`src/rtl/segasys1_pkg.sv`:
```
// Shared definitions for the System 1 sound-command path: FSM state type, default NMI timing
// constants and the counter-width helper.
package segasys1_pkg;

    localparam int unsigned NMI_TMO_DEF = 4096;
    localparam int unsigned NMI_GAP_DEF = 16;
    localparam int unsigned QLOG2_DEF   = 2;

    typedef enum logic [1:0] {
        StIdle  = 2'd0,
        StNmiOn = 2'd1,
        StGap   = 2'd2
    } sndcmd_state_e;

    function automatic int unsigned cnt_width(input int unsigned tmo, input int unsigned gap);
        int unsigned m;
        m = (tmo > gap) ? tmo : gap;
        return (m > 1) ? $clog2(m) : 1;
    endfunction

endpackage

```
`src/rtl/segasys1_sndcmd_fifo.sv`:
```
// Synchronous FIFO holding main-CPU sound commands queued behind the latch.
// Data is first-word fall-through; a push while full is accepted only alongside a pop.
module segasys1_sndcmd_fifo
    import segasys1_pkg::*;
#(
    parameter int unsigned QLOG2 = QLOG2_DEF,
    parameter int unsigned WIDTH = 8
) (
    input  logic             CLK48M,
    input  logic             RESET,
    input  logic             push,
    input  logic             pop,
    input  logic [WIDTH-1:0] din,
    output logic [WIDTH-1:0] dout,
    output logic             full,
    output logic             empty
);

    localparam int unsigned DEPTH = 2 ** QLOG2;

    logic [WIDTH-1:0] mem [DEPTH];
    logic [QLOG2:0]   wr_ptr_q, rd_ptr_q;
    logic             do_push, do_pop;

    assign empty   = (wr_ptr_q == rd_ptr_q);
    assign full    = (wr_ptr_q[QLOG2] != rd_ptr_q[QLOG2]) &&
                     (wr_ptr_q[QLOG2-1:0] == rd_ptr_q[QLOG2-1:0]);
    assign do_pop  = pop & ~empty;
    assign do_push = push & (~full | do_pop);
    assign dout    = mem[rd_ptr_q[QLOG2-1:0]];

    always_ff @(posedge CLK48M or posedge RESET) begin
        if (RESET) begin
            wr_ptr_q <= '0;
            rd_ptr_q <= '0;
        end else begin
            if (do_push) wr_ptr_q <= wr_ptr_q + 1'b1;
            if (do_pop)  rd_ptr_q <= rd_ptr_q + 1'b1;
        end
    end

    always_ff @(posedge CLK48M) begin
        if (do_push) mem[wr_ptr_q[QLOG2-1:0]] <= din;
    end

endmodule

```
`src/rtl/segasys1_sndcmd_ctrl.sv`:
```
// Main-to-sound CPU command latch with retriggering NMI sequencer.
// Define SEGASYS1_SNDQ_EN to place a 2**QLOG2-entry FIFO in front of the latch.
module segasys1_sndcmd_ctrl
    import segasys1_pkg::*;
#(
    parameter int unsigned NMI_TMO = NMI_TMO_DEF,
    parameter int unsigned NMI_GAP = NMI_GAP_DEF
`ifdef SEGASYS1_SNDQ_EN
    ,
    parameter int unsigned QLOG2 = QLOG2_DEF
`endif
) (
    input  logic       CLK48M,
    input  logic       RESET,
    input  logic       MCMD_WR,
    input  logic [7:0] MCMD_DT,
    input  logic       SCMD_RD,
    output logic [7:0] SCMD_DT,
    output logic       SNMI,
    output logic       SPEND,
    output logic       MBUSY,
    output logic       OVF,
    input  logic       OVF_CLR
);

    localparam int unsigned  CW       = cnt_width(NMI_TMO, NMI_GAP);
    localparam logic [CW-1:0] TMO_LAST = CW'(NMI_TMO - 1);
    localparam logic [CW-1:0] GAP_LAST = CW'(NMI_GAP - 1);
    localparam logic [CW-1:0] CNT_MAX  = '1;

    sndcmd_state_e state_q, state_d;
    logic [CW-1:0] cnt_q, cnt_d;
    logic [7:0]    dt_q, dt_d;
    logic          spend_q, spend_d;
    logic          snmi_q, snmi_d;
    logic          ovf_q, ovf_d;
    logic          wr_q, rd_q;

    logic          wr_edge, rd_edge, rd_take, load, ovf_evt, gap_end;

`ifdef SEGASYS1_SNDQ_EN
    logic          fifo_push, fifo_pop, fifo_full, fifo_empty;
    logic [7:0]    fifo_dout;

    segasys1_sndcmd_fifo #(
        .QLOG2 (QLOG2),
        .WIDTH (8)
    ) u_fifo (
        .CLK48M (CLK48M),
        .RESET  (RESET),
        .push   (fifo_push),
        .pop    (fifo_pop),
        .din    (MCMD_DT),
        .dout   (fifo_dout),
        .full   (fifo_full),
        .empty  (fifo_empty)
    );

    assign MBUSY = fifo_full;
`else
    assign MBUSY = spend_q;
`endif

    assign wr_edge = MCMD_WR & ~wr_q;
    assign rd_edge = SCMD_RD & ~rd_q;
    // A read only counts when there is something in the latch to consume.
    assign rd_take = rd_edge & spend_q;
    assign gap_end = (state_q == StGap) && (cnt_q == GAP_LAST);

    always_comb begin
        state_d = state_q;
        cnt_d   = (cnt_q == CNT_MAX) ? cnt_q : cnt_q + CW'(1);
        dt_d    = dt_q;
        spend_d = spend_q;
        snmi_d  = snmi_q;
        ovf_d   = ovf_q;

`ifdef SEGASYS1_SNDQ_EN
        // Bypass the queue only when nothing older is waiting anywhere.
        load      = wr_edge & (~spend_q | rd_take) & fifo_empty;
        fifo_push = wr_edge & ~load;
        fifo_pop  = gap_end & ~((spend_q & ~rd_take) | load) & ~fifo_empty;
        ovf_evt   = fifo_push & fifo_full & ~fifo_pop;
`else
        load      = wr_edge & (~spend_q | rd_take);
        ovf_evt   = wr_edge & ~load;
`endif

        if (rd_take) spend_d = 1'b0;
        if (load) begin
            dt_d    = MCMD_DT;
            spend_d = 1'b1;
        end
`ifdef SEGASYS1_SNDQ_EN
        if (fifo_pop) begin
            dt_d    = fifo_dout;
            spend_d = 1'b1;
        end
`else
        if (ovf_evt) dt_d = MCMD_DT;
`endif

        if (OVF_CLR)      ovf_d = 1'b0;
        else if (ovf_evt) ovf_d = 1'b1;

        case (state_q)
            StIdle: begin
                if (load) begin
                    snmi_d  = 1'b1;
                    state_d = StNmiOn;
                    cnt_d   = '0;
                end
            end
            StNmiOn: begin
                if (rd_take || (cnt_q == TMO_LAST)) begin
                    snmi_d  = 1'b0;
                    state_d = StGap;
                    cnt_d   = '0;
                end
            end
            StGap: begin
                // Read-and-replace during the gap restarts it so the new byte gets a full gap.
                if (rd_take && load) begin
                    cnt_d = '0;
                end else if (gap_end) begin
                    cnt_d = '0;
                    if (spend_d) begin
                        snmi_d  = 1'b1;
                        state_d = StNmiOn;
                    end else begin
                        state_d = StIdle;
                    end
                end
            end
            default: begin
                state_d = StIdle;
                snmi_d  = 1'b0;
                cnt_d   = '0;
            end
        endcase
    end

    always_ff @(posedge CLK48M or posedge RESET) begin
        if (RESET) begin
            state_q <= StIdle;
            cnt_q   <= '0;
            dt_q    <= '0;
            spend_q <= 1'b0;
            snmi_q  <= 1'b0;
            ovf_q   <= 1'b0;
            wr_q    <= 1'b0;
            rd_q    <= 1'b0;
        end else begin
            state_q <= state_d;
            cnt_q   <= cnt_d;
            dt_q    <= dt_d;
            spend_q <= spend_d;
            snmi_q  <= snmi_d;
            ovf_q   <= ovf_d;
            wr_q    <= MCMD_WR;
            rd_q    <= SCMD_RD;
        end
    end

    assign SCMD_DT = dt_q;
    assign SNMI    = snmi_q;
    assign SPEND   = spend_q;
    assign OVF     = ovf_q;

endmodule

```
`config.mk`:
```
export PLATFORM = sky130hd
export DESIGN_NAME = segasys1_sndcmd_ctrl
export DESIGN_NICKNAME = d
export VERILOG_FILES = /design/src/rtl/segasys1_pkg.sv /design/src/rtl/segasys1_sndcmd_fifo.sv /design/src/rtl/segasys1_sndcmd_ctrl.sv
export SDC_FILE = /design/constraint.sdc
export NUM_CORES = 1
export LEC_CHECK = 0
export BUFFER_PORTS_ARGS = -buffer_cell sky130_fd_sc_hd__buf_2
export CORE_ASPECT_RATIO = 1.2
export CORE_MARGIN = 4
export CORE_UTILIZATION = 25
export DETAILED_ROUTE_END_ITERATION = 6
export SYNTH_ARGS = -nofsm -noshare
export SYNTH_HDL_FRONTEND = slang
export SYNTH_HIERARCHICAL = 1
export SYNTH_SLANG_ARGS = --single-unit
```
`constraint.sdc`:
```
create_clock -name CLK48M -period 2.02 [get_ports CLK48M]
set_input_delay 0.101 -clock CLK48M [delete_from_list [all_inputs] [get_ports CLK48M]]
set_output_delay 0.101 -clock CLK48M [all_outputs]
set_load 0.1 [all_outputs]
```
* Yosys cells after proc, flatten, opt, wreduce, memory -nomap -nowiden *
Index checks and enable logic that the tools add are counted.

cells by class
  add/subtract/negate cells = 1
  equality and inequality tests = 9
  multiplexer cells = 24
  bitwise operators = 10
  reduce and logical (&&, ||, !) cells = 8

operator list
  kind                                                  number
  two-way mux 12 bit                                    5
  case mux 12 bit (3 select lines)                      1
  two-way mux 8 bit                                     2
  adder 12 x 1 -> 12 bit, second input constant         1
  equality test 12 bit, second input constant           1
  equality test 12 x 4 -> 1 bit, second input constant  1
  two-way mux 1 bit                                     10
  inequality test 2 bit, second input constant          5
  two-way mux 2 bit                                     4
  case mux 2 bit (3 select lines)                       1
  AND 1 bit                                             5
  AND reduction 5 bit                                   1
  inverter 1 bit                                        4
  AND reduction 4 bit                                   1
  nonzero test 2 bit                                    2
  case mux 1 bit (3 select lines)                       1
  equality test 2 x 1 -> 1 bit, second input constant   1
  equality test 2 bit, second input constant            1
  logical AND 1 bit                                     2
  zero test 2 bit                                       1
  logical OR 1 bit                                      1
  OR 1 bit                                              1

word-level totals
  flip-flop bits (word level) = 27
  bits of input ports = 13
  output and inout bits = 12
  word-level logic and storage cells = 60

* Longest topological paths before layout *
Gate-level depths: netlist of the first run.

  depth in word-level cells = 10
  gate-level depth with buffers = 6
  gate-level depth less buffers = 5

* Least setup slack after synthesis of the first run *
Ideal clock, no wire load.

  path type = reg2reg
  from = register spend_q (netlist: MBUSY)
  to = register cnt_q[5]
  library setup time = 137 ps
  arrival time = 1,904 ps
  data required time = 1,883 ps
  setup slack = -22 ps
  stages on the path, launching flop included = 6
  buffers on the path = 1
  period minus slack after synthesis = 2,042 ps
  cell sequence = dfrtp_1 nand3b_1 o21ai_0 o32a_1 buf_6 a22oi_2

between the ends
  longest elaborated chain between the ends = 6
  elaborated cells on any way between the ends = 10
  those cells by class = 4 x mux; 4 x bitwise; 2 x reduce/logical

RTL lines
  item                                         RTL line                                                text
  from (decl)                                  segasys1_sndcmd_ctrl.sv:34                              logic spend_q, spend_d;
  from (signal assigned)                       segasys1_sndcmd_ctrl.sv:157                             spend_q <= spend_d;
  AND 1 bit or inverter 1 bit (tied branches)  segasys1_sndcmd_ctrl.sv:67, segasys1_sndcmd_ctrl.sv:85
  OR 1 bit                                     segasys1_sndcmd_ctrl.sv:85                              load = wr_edge & (~spend_q | rd_take);
  AND 1 bit                                    segasys1_sndcmd_ctrl.sv:85
  logical AND 1 bit                            segasys1_sndcmd_ctrl.sv:123                             if (rd_take && load) begin
  two-way mux 12 bit                           segasys1_sndcmd_ctrl.sv:123
  case mux 12 bit (3 select lines) (*)         segasys1_sndcmd_ctrl.sv:106                             case (state_q)
  via cnt_d[5]                                 segasys1_sndcmd_ctrl.sv:32                              logic [CW-1:0] cnt_q, cnt_d;
  to (signal assigned)                         segasys1_sndcmd_ctrl.sv:155                             cnt_q <= cnt_d;
  to (decl)                                    segasys1_sndcmd_ctrl.sv:32

Mark *: on every way through the listed nets, which the timed path passes. The rest lies on a longest branch.
A chain may end at the register's enable or synchronous reset.

* Final worst setup path of the first run *
  from = register cnt_q[0]
  to = register cnt_q[10]

between the ends
  longest elaborated chain between the ends = 5
  elaborated cells on any way between the ends = 11
  those cells by class = 1 x add/sub; 2 x eq/ne; 6 x mux; 2 x reduce/logical

RTL lines
  item                                                     RTL line                                                text
  adder 12 x 1 -> 12 bit, or another cell as far along     segasys1_sndcmd_ctrl.sv:72                              cnt_d = (cnt_q == CNT_MAX) ? cnt_q : cnt_q + CW'(1);
  two-way mux 12 bit or logical AND 1 bit (tied branches)  segasys1_sndcmd_ctrl.sv:72, segasys1_sndcmd_ctrl.sv:68
  two-way mux 12 bit                                       segasys1_sndcmd_ctrl.sv:125                             end else if (gap_end) begin
  two-way mux 12 bit                                       segasys1_sndcmd_ctrl.sv:123
  case mux 12 bit (3 select lines) (*)                     segasys1_sndcmd_ctrl.sv:106
  via cnt_d[10]                                            segasys1_sndcmd_ctrl.sv:32

Marks and branches as above.

==> flow_metrics.py, run 1 <==
metrics = {
    "global_routing": {
        "grt.total_usage": 0.102,
        "antenna_found_initial": 0,
        "grt_pass1_wl_mm": 5.40,
        "overflow": 0,
        "grt_pass1_vias": 1178,
        "grt_max_degree": 19,
    },
    "synthesis": {
        "synth_edf_count": 0,
        "syn_nets": 151,
        "avgSynthCellArea_um2": 10.1,
        "synth_commonest_cells": "dfrtp_1, nand2_1, a21oi_1",
        "synth_seq_cells": 27,
        "synth_top_area_frac": 0.490,
        "yosysUniqueCellTypes": 42,
        "syn_area_um2": 1380,
        "ys_async_sr_fraction": 1.00,
        "yosysSeqAreaShare": 0.490,
        "synth_area_leaders": "dfrtp_1, nand2_1, a21oi_1, o21ai_0, a211oi_2",
        "synth_flop_cell": "dfrtp_1",
        "post-synth-top-area-cell": "dfrtp_1",
        "synthCells": 137,
        "yosys_warnings": 6,
    },
    "placed_design": {
        "gp_congestion": 0.775,
        "dp_hpwl_mm": 2.20,
        "buffer_ports.inserted": 24,
        "pre_cts_ws_ns": 0.202,
    },
    "drt": {
        "vias": 1164,
        "route.detailed.drc": 0,
        "drt-pass1-iter-count": 4,
        "first_iter_violations": 30,
        "avgViaCountPerCell": 5.00,
        "finalWirelength_mm": 2.97,
        "avgRoutedWirePerCell_um": 12.8,
        "ant_nets": 0,
    },
    "worst_setup_path": {
        "path_cells": "ha_1 > and3_1 > and3_4 > o32a_1 > buf_4 > a221oi_1",
        "path_max_fanout": 12,
        "crit_path_top_delay_cell": "dfrtp_1",
        "max_stage_delay_ns": 0.43,
        "cp-start-kind": "flop",
        "rrSetupSlack_ns": 0.19,
        "end_kind": "flop",
        "cp.required_ns": 2.19,
        "worstSetupPathType": "reg2reg",
        "crit_arrival_ns": 2.00,
    },
    "sta": {
        "worst_pin_slew_ns": 0.647,
        "finalCritPeriodShare": 0.904,
        "fmax_ghz": 0.548,
        "setup_viol": 0,
        "finClkSkew_ns": 0.00945,
        "period_needed_ns": 1.83,
        "hold_violations": 1,
        "slew_violations": 0,
        "rsz0062_at_grt": "no",
        "setup_slack_ns": 0.195,
        "hold_slack_ns": -0.000340,
        "maxSlewHeadroom": 0.568,
        "fin_tns_setup_ns": 0,
    },
    "floorplan": {
        "boundaryPins": 25,
        "die_w_um": 75.8,
        "dieArea_um2": 6770,
        "rows": 29,
        "initial_core_util": 0.259,
        "core_um2": 5330,
        "die_y_um": 89.4,
    },
    "outcome": {
        "violations": "hold timing",
        "status": "finished with violations",
    },
    "cts": {
        "cts_tree": "built",
        "cts_made_buffers": 3,
        "clk_pin_slew_worst_paths_ns": 0.10,
        "cts_sinks": 27,
        "cts_max_level": 1,
        "cts_buffer_depth": 2,
        "clk_latency_ns": 0.28,
        "cts-root-buf": "clkbuf_8",
    },
    "pwr": {
        "peakVddDrop_uv": 642,
        "power_mw": 1.69,
        "power_per_cell_area_nw_per_um2": 1010,
        "power.leakage_nw": 0.797,
    },
    "layout": {
        "syn_to_final_growth_pct": 21.1,
        "multiInputGateArea_um2": 638,
        "fin_nets": 186,
        "drive_gt1_frac": 0.269,
        "final_util": 0.313,
        "fill_cells": 534,
        "seqCellArea_um2": 677,
        "num_antenna_cells": 0,
    },
    "run": {
        "maxCapViolations": 0,
    },
    "worst_hold_path": {
        "hold_path_class": "in2reg",
    },
}
kinds of logic (layout without fill, tap and decap cells):
kind of cell / count (synthesis) / count (layout) / synth area share
AND/OR/NAND/NOR: 59 / 59 / 0.240
adder cells (fa/ha/maj): 1 / 1 / 0.00907
AO/OA/AOI/OAI: 36 / 36 / 0.186
flip-flops: 27 / 27 / 0.490
XOR/XNOR: 2 / 2 / 0.0127
multiplexers: 2 / 2 / 0.0145
buffers and inverters: 10 / 44 / 0.0472
per-stage QoR:
stage	cell area [um2]	instances
after floorplan	1380	137
after global placement	1580	225
after detailed placement	1580	225
after CTS	1670	233
after global routing	1670	233
final	1670	233
timing repair:
action                                 4_1_cts  5_1_grt
endpoints found under the hold margin       20        0
hold buffers                                 4        0
gates resized for setup                      0        0
buffers inserted                             0        0
critical path, delay by kind of cell (launching register included):
family	cells	cell delay [ns]
AO/OA/AOI/OAI	2	0.47
flip-flops	1	0.43
AND/OR/NAND/NOR	2	0.36
adder cells (fa/ha/maj)	1	0.26
buffers and inverters	1	0.19
per-layer routing:
| metal | vias to the layer above | global-route usage | wire (um) |
|---|---|---|---|
| met3 | 5 | 0.0146 | 141 |
| met5 | - | 0 | 0 |
| met1 | 555 | 0.133 | 1300 |
| met4 | 0 | 0.0429 | 51 |
| li1 | 564 | - | - |
| met2 | 40 | 0.167 | 1480 |
where the power goes:
part	internal, mW	leakage (nW)	switching (mW)
combinational	0.179	0.427	0.483
sequential	0.625	0.348	0.0852
clock	0.142	0.0228	0.175
total	0.946	0.797	0.743
placed cells by master, fill, tap and decap left out, types with 2 or more instances in the layout:
cell type,instances
nand2b_1,2
xor2_1,2
mux2i_1,2
dfrtp_1,26
nand3_1,5
buf_4,7
buf_2,24
nand2_1,27
nor2b_1,3
clkbuf_8,3
dlygate4sd3_1,4
nor2_1,6
o31ai_1,2
nor4_1,3
nor3_1,2
and3_1,2
inv_1,5
a211oi_2,2
o21ai_0,7
a31oi_1,2
a21oi_1,10
a211oi_1,3
final timing paths:
kind,start,to,cells after the start
max in group asynchronous,RESET,cnt_q[8],4
min in group asynchronous,RESET,state_q[0],3
setup / recovery,cnt_q[0],cnt_q[10],6
setup reg to reg,cnt_q[0],cnt_q[10],6
hold reg to reg,SCMD_DT[5],SCMD_DT[5],2
hold / removal,MCMD_DT[2],SCMD_DT[2],3
area by class of cell:
cell class / count / area share
multi-input cells: 100 / 0.382
inverters: 5 / 0.0112
repair buffers: 35 / 0.127
well taps: 62 / 0.0465
flip-flops and latches: 27 / 0.406
clock buffers: 4 / 0.0270
state kept, by name (all words and copies together) (netlist names):
signal   flops
state_q      2
cnt_q       12
rd_q         1
MBUSY        1
SCMD_DT      8
wr_q         1
SNMI         1
OVF          1
Note: power is estimated with default switching activity, not from simulation.
==> inputs of run 2 (changes only) <==
--- a/config.mk
+++ b/config.mk
@@ -5,11 +5,12 @@
 export SDC_FILE = /design/constraint.sdc
 export NUM_CORES = 1
 export LEC_CHECK = 0
-export BUFFER_PORTS_ARGS = -buffer_cell sky130_fd_sc_hd__buf_2
 export CORE_ASPECT_RATIO = 1.2
 export CORE_MARGIN = 4
 export CORE_UTILIZATION = 25
 export DETAILED_ROUTE_END_ITERATION = 6
+export DONT_BUFFER_PORTS = 1
+export PLACE_DENSITY_LB_ADDON = 0.05
 export SYNTH_ARGS = -nofsm -noshare
 export SYNTH_HDL_FRONTEND = slang
 export SYNTH_HIERARCHICAL = 1
==> run 2 against run 1 <==
Against the previous run: the flow now finishes without violations; setup slack worse by 0.025 ns; maximum frequency is 1.3% lower; combinational power grew 5.3%.
==> flow_metrics.py, run 2 (same netlist as run 1, synthesis figures left out) <==
metrics = {
    "layout": {
        "seqCellArea_um2": 677,
        "top_register": "cnt_q",
        "syn_to_final_growth_pct": 23.6,
        "final_util": 0.319,
        "drive_gt1_frac": 0.194,
        "final_common_cell": "nand2_1",
        "fin_nets": 180,
        "largest_reg_flops": 12,
        "multiInputGateArea_um2": 638,
        "num_antenna_cells": 0,
        "fill_cells": 563,
        "final_cell_mix": "nand2_1, dfrtp_1, buf_4",
    },
    "worst_setup_path": {
        "cp-start-kind": "flop",
        "max_stage_delay_ns": 0.43,
        "path_cells": "ha_1 > and3_1 > and3_4 > o32a_1 > buf_4 > a221oi_1",
        "cp.required_ns": 2.20,
        "end_kind": "flop",
        "worstSetupPathType": "reg2reg",
        "crit_arrival_ns": 2.03,
        "crit_path_top_delay_cell": "dfrtp_1",
        "path_max_fanout": 12,
    },
    "floorplan": {
        "rows": 29,
        "core_um2": 5330,
        "initial_core_util": 0.259,
        "boundaryPins": 25,
        "die_w_um": 75.8,
        "dieArea_um2": 6770,
        "die_y_um": 89.4,
    },
    "drt": {
        "ant_nets": 0,
        "vias": 1119,
        "finalWirelength_mm": 3.43,
        "route.detailed.drc": 0,
        "avgViaCountPerCell": 4.93,
        "drt-pass1-iter-count": 4,
        "first_iter_violations": 43,
        "avgRoutedWirePerCell_um": 15.1,
    },
    "sta": {
        "rsz0062_at_grt": "no",
        "finClkSkew_ns": 0.00451,
        "maxSlewHeadroom": 0.616,
        "worst_pin_slew_ns": 0.576,
        "slew_violations": 0,
        "period_needed_ns": 1.85,
        "hold_slack_ns": 0.0956,
        "fin_tns_setup_ns": 0,
        "fmax_ghz": 0.540,
        "finalCritPeriodShare": 0.916,
        "hold_violations": 0,
        "setup_viol": 0,
    },
    "pwr": {
        "peakVddDrop_uv": 450,
        "internal-power_mw": 0.965,
        "power_per_cell_area_nw_per_um2": 1010,
        "switching_share": 0.439,
        "p_sw_mw": 0.754,
        "pwr-share-comb": 0.406,
        "power_frac_clock": 0.187,
        "p_seq_frac": 0.408,
        "power.leakage_nw": 0.780,
    },
    "cts": {
        "cts_sinks": 27,
        "cts_resized": 0,
        "cts_buffer_depth": 2,
        "cts_made_buffers": 3,
        "clk_pin_slew_worst_paths_ns": 0.10,
        "cts-root-buf": "clkbuf_8",
        "clk_latency_ns": 0.28,
        "cts_tree": "built",
        "post_cts_buffers": 0,
        "cts_max_level": 1,
    },
    "global_routing": {
        "grt_pass1_wl_mm": 6.03,
        "use_met3": 0.0225,
        "grt_pass1_vias": 1230,
        "grt_max_degree": 28,
        "grt_use_met2": 0.195,
        "antenna_found_initial": 0,
        "overflow": 0,
        "use_met1": 0.146,
        "busiest_layer": "met2",
        "grt.total_usage": 0.115,
    },
    "worst_hold_path": {
        "hold_path_class": "in2reg",
    },
    "placed_design": {
        "buffer_ports.inserted": 0,
        "gp_congestion": 0.717,
        "dp_hpwl_mm": 2.36,
    },
    "outcome": {
        "status": "finished clean",
    },
    "run": {
        "maxCapViolations": 0,
    },
}
## run 2: area by class of cell
type / count / area share
flip-flops and latches: 27 / 0.397
multi-input cells: 100 / 0.374
repair buffers: 29 / 0.145
well taps: 62 / 0.0455
clock buffers: 4 / 0.0264
inverters: 5 / 0.0110
## run 2: worst paths after layout
path	from	endpoint	slack, ns	cells after the start
max	cnt_q[0]	cnt_q[10]	0.17	6
min	SCMD_RD	MBUSY	0.1	3
max reg2reg	cnt_q[0]	cnt_q[10]	0.17	6
min reg2reg	state_q[0]	state_q[0]	0.56	1
max in group asynchronous	RESET	MBUSY	1.41	3
min in group asynchronous	RESET	SCMD_DT[2]	0.32	3
## run 2: repair_timing
item / in CTS / in global routing
setup endpoints to repair: 0 / 0
hold endpoints to repair: 38 / 0
hold buffers: 12 / 0
## run 2: through the flow
step,area (um2),cells,power [mW],setup WS [ns]
final,1700,227,1.72,0.170
after global routing,1700,227,1.82,0.102
after CTS,1700,227,1.74,0.183
after detailed placement,1540,211,1.39,0.215
after global placement,1540,211,1.39,0.254
after floorplan,1380,137,1.27,0.331
## run 2: worst max-delay path, delay by kind of cell (launching register included)
family / cells / cell delay, ns
AO/OA/AOI/OAI: 2 / 0.48
flip-flops: 1 / 0.43
AND/OR/NAND/NOR: 2 / 0.39
adder cells (fa/ha/maj): 1 / 0.27
buffers and inverters: 1 / 0.19
## run 2: routing by layer
layer / wire length, um / up-vias
met5: 0 / -
met1: 1560 / 538
li1: - / 547
met4: 38 / 0
met2: 1700 / 30
met3: 131 / 4
## run 2: power by group through the flow
stage	clock network (mW)	registers [mW]	logic [mW]
finish	0.321	0.701	0.697
global route	0.354	0.716	0.752
CTS	0.331	0.702	0.707
detailed placement	0	0.713	0.682
global placement	0	0.707	0.679
floorplan	0	0.947	0.327
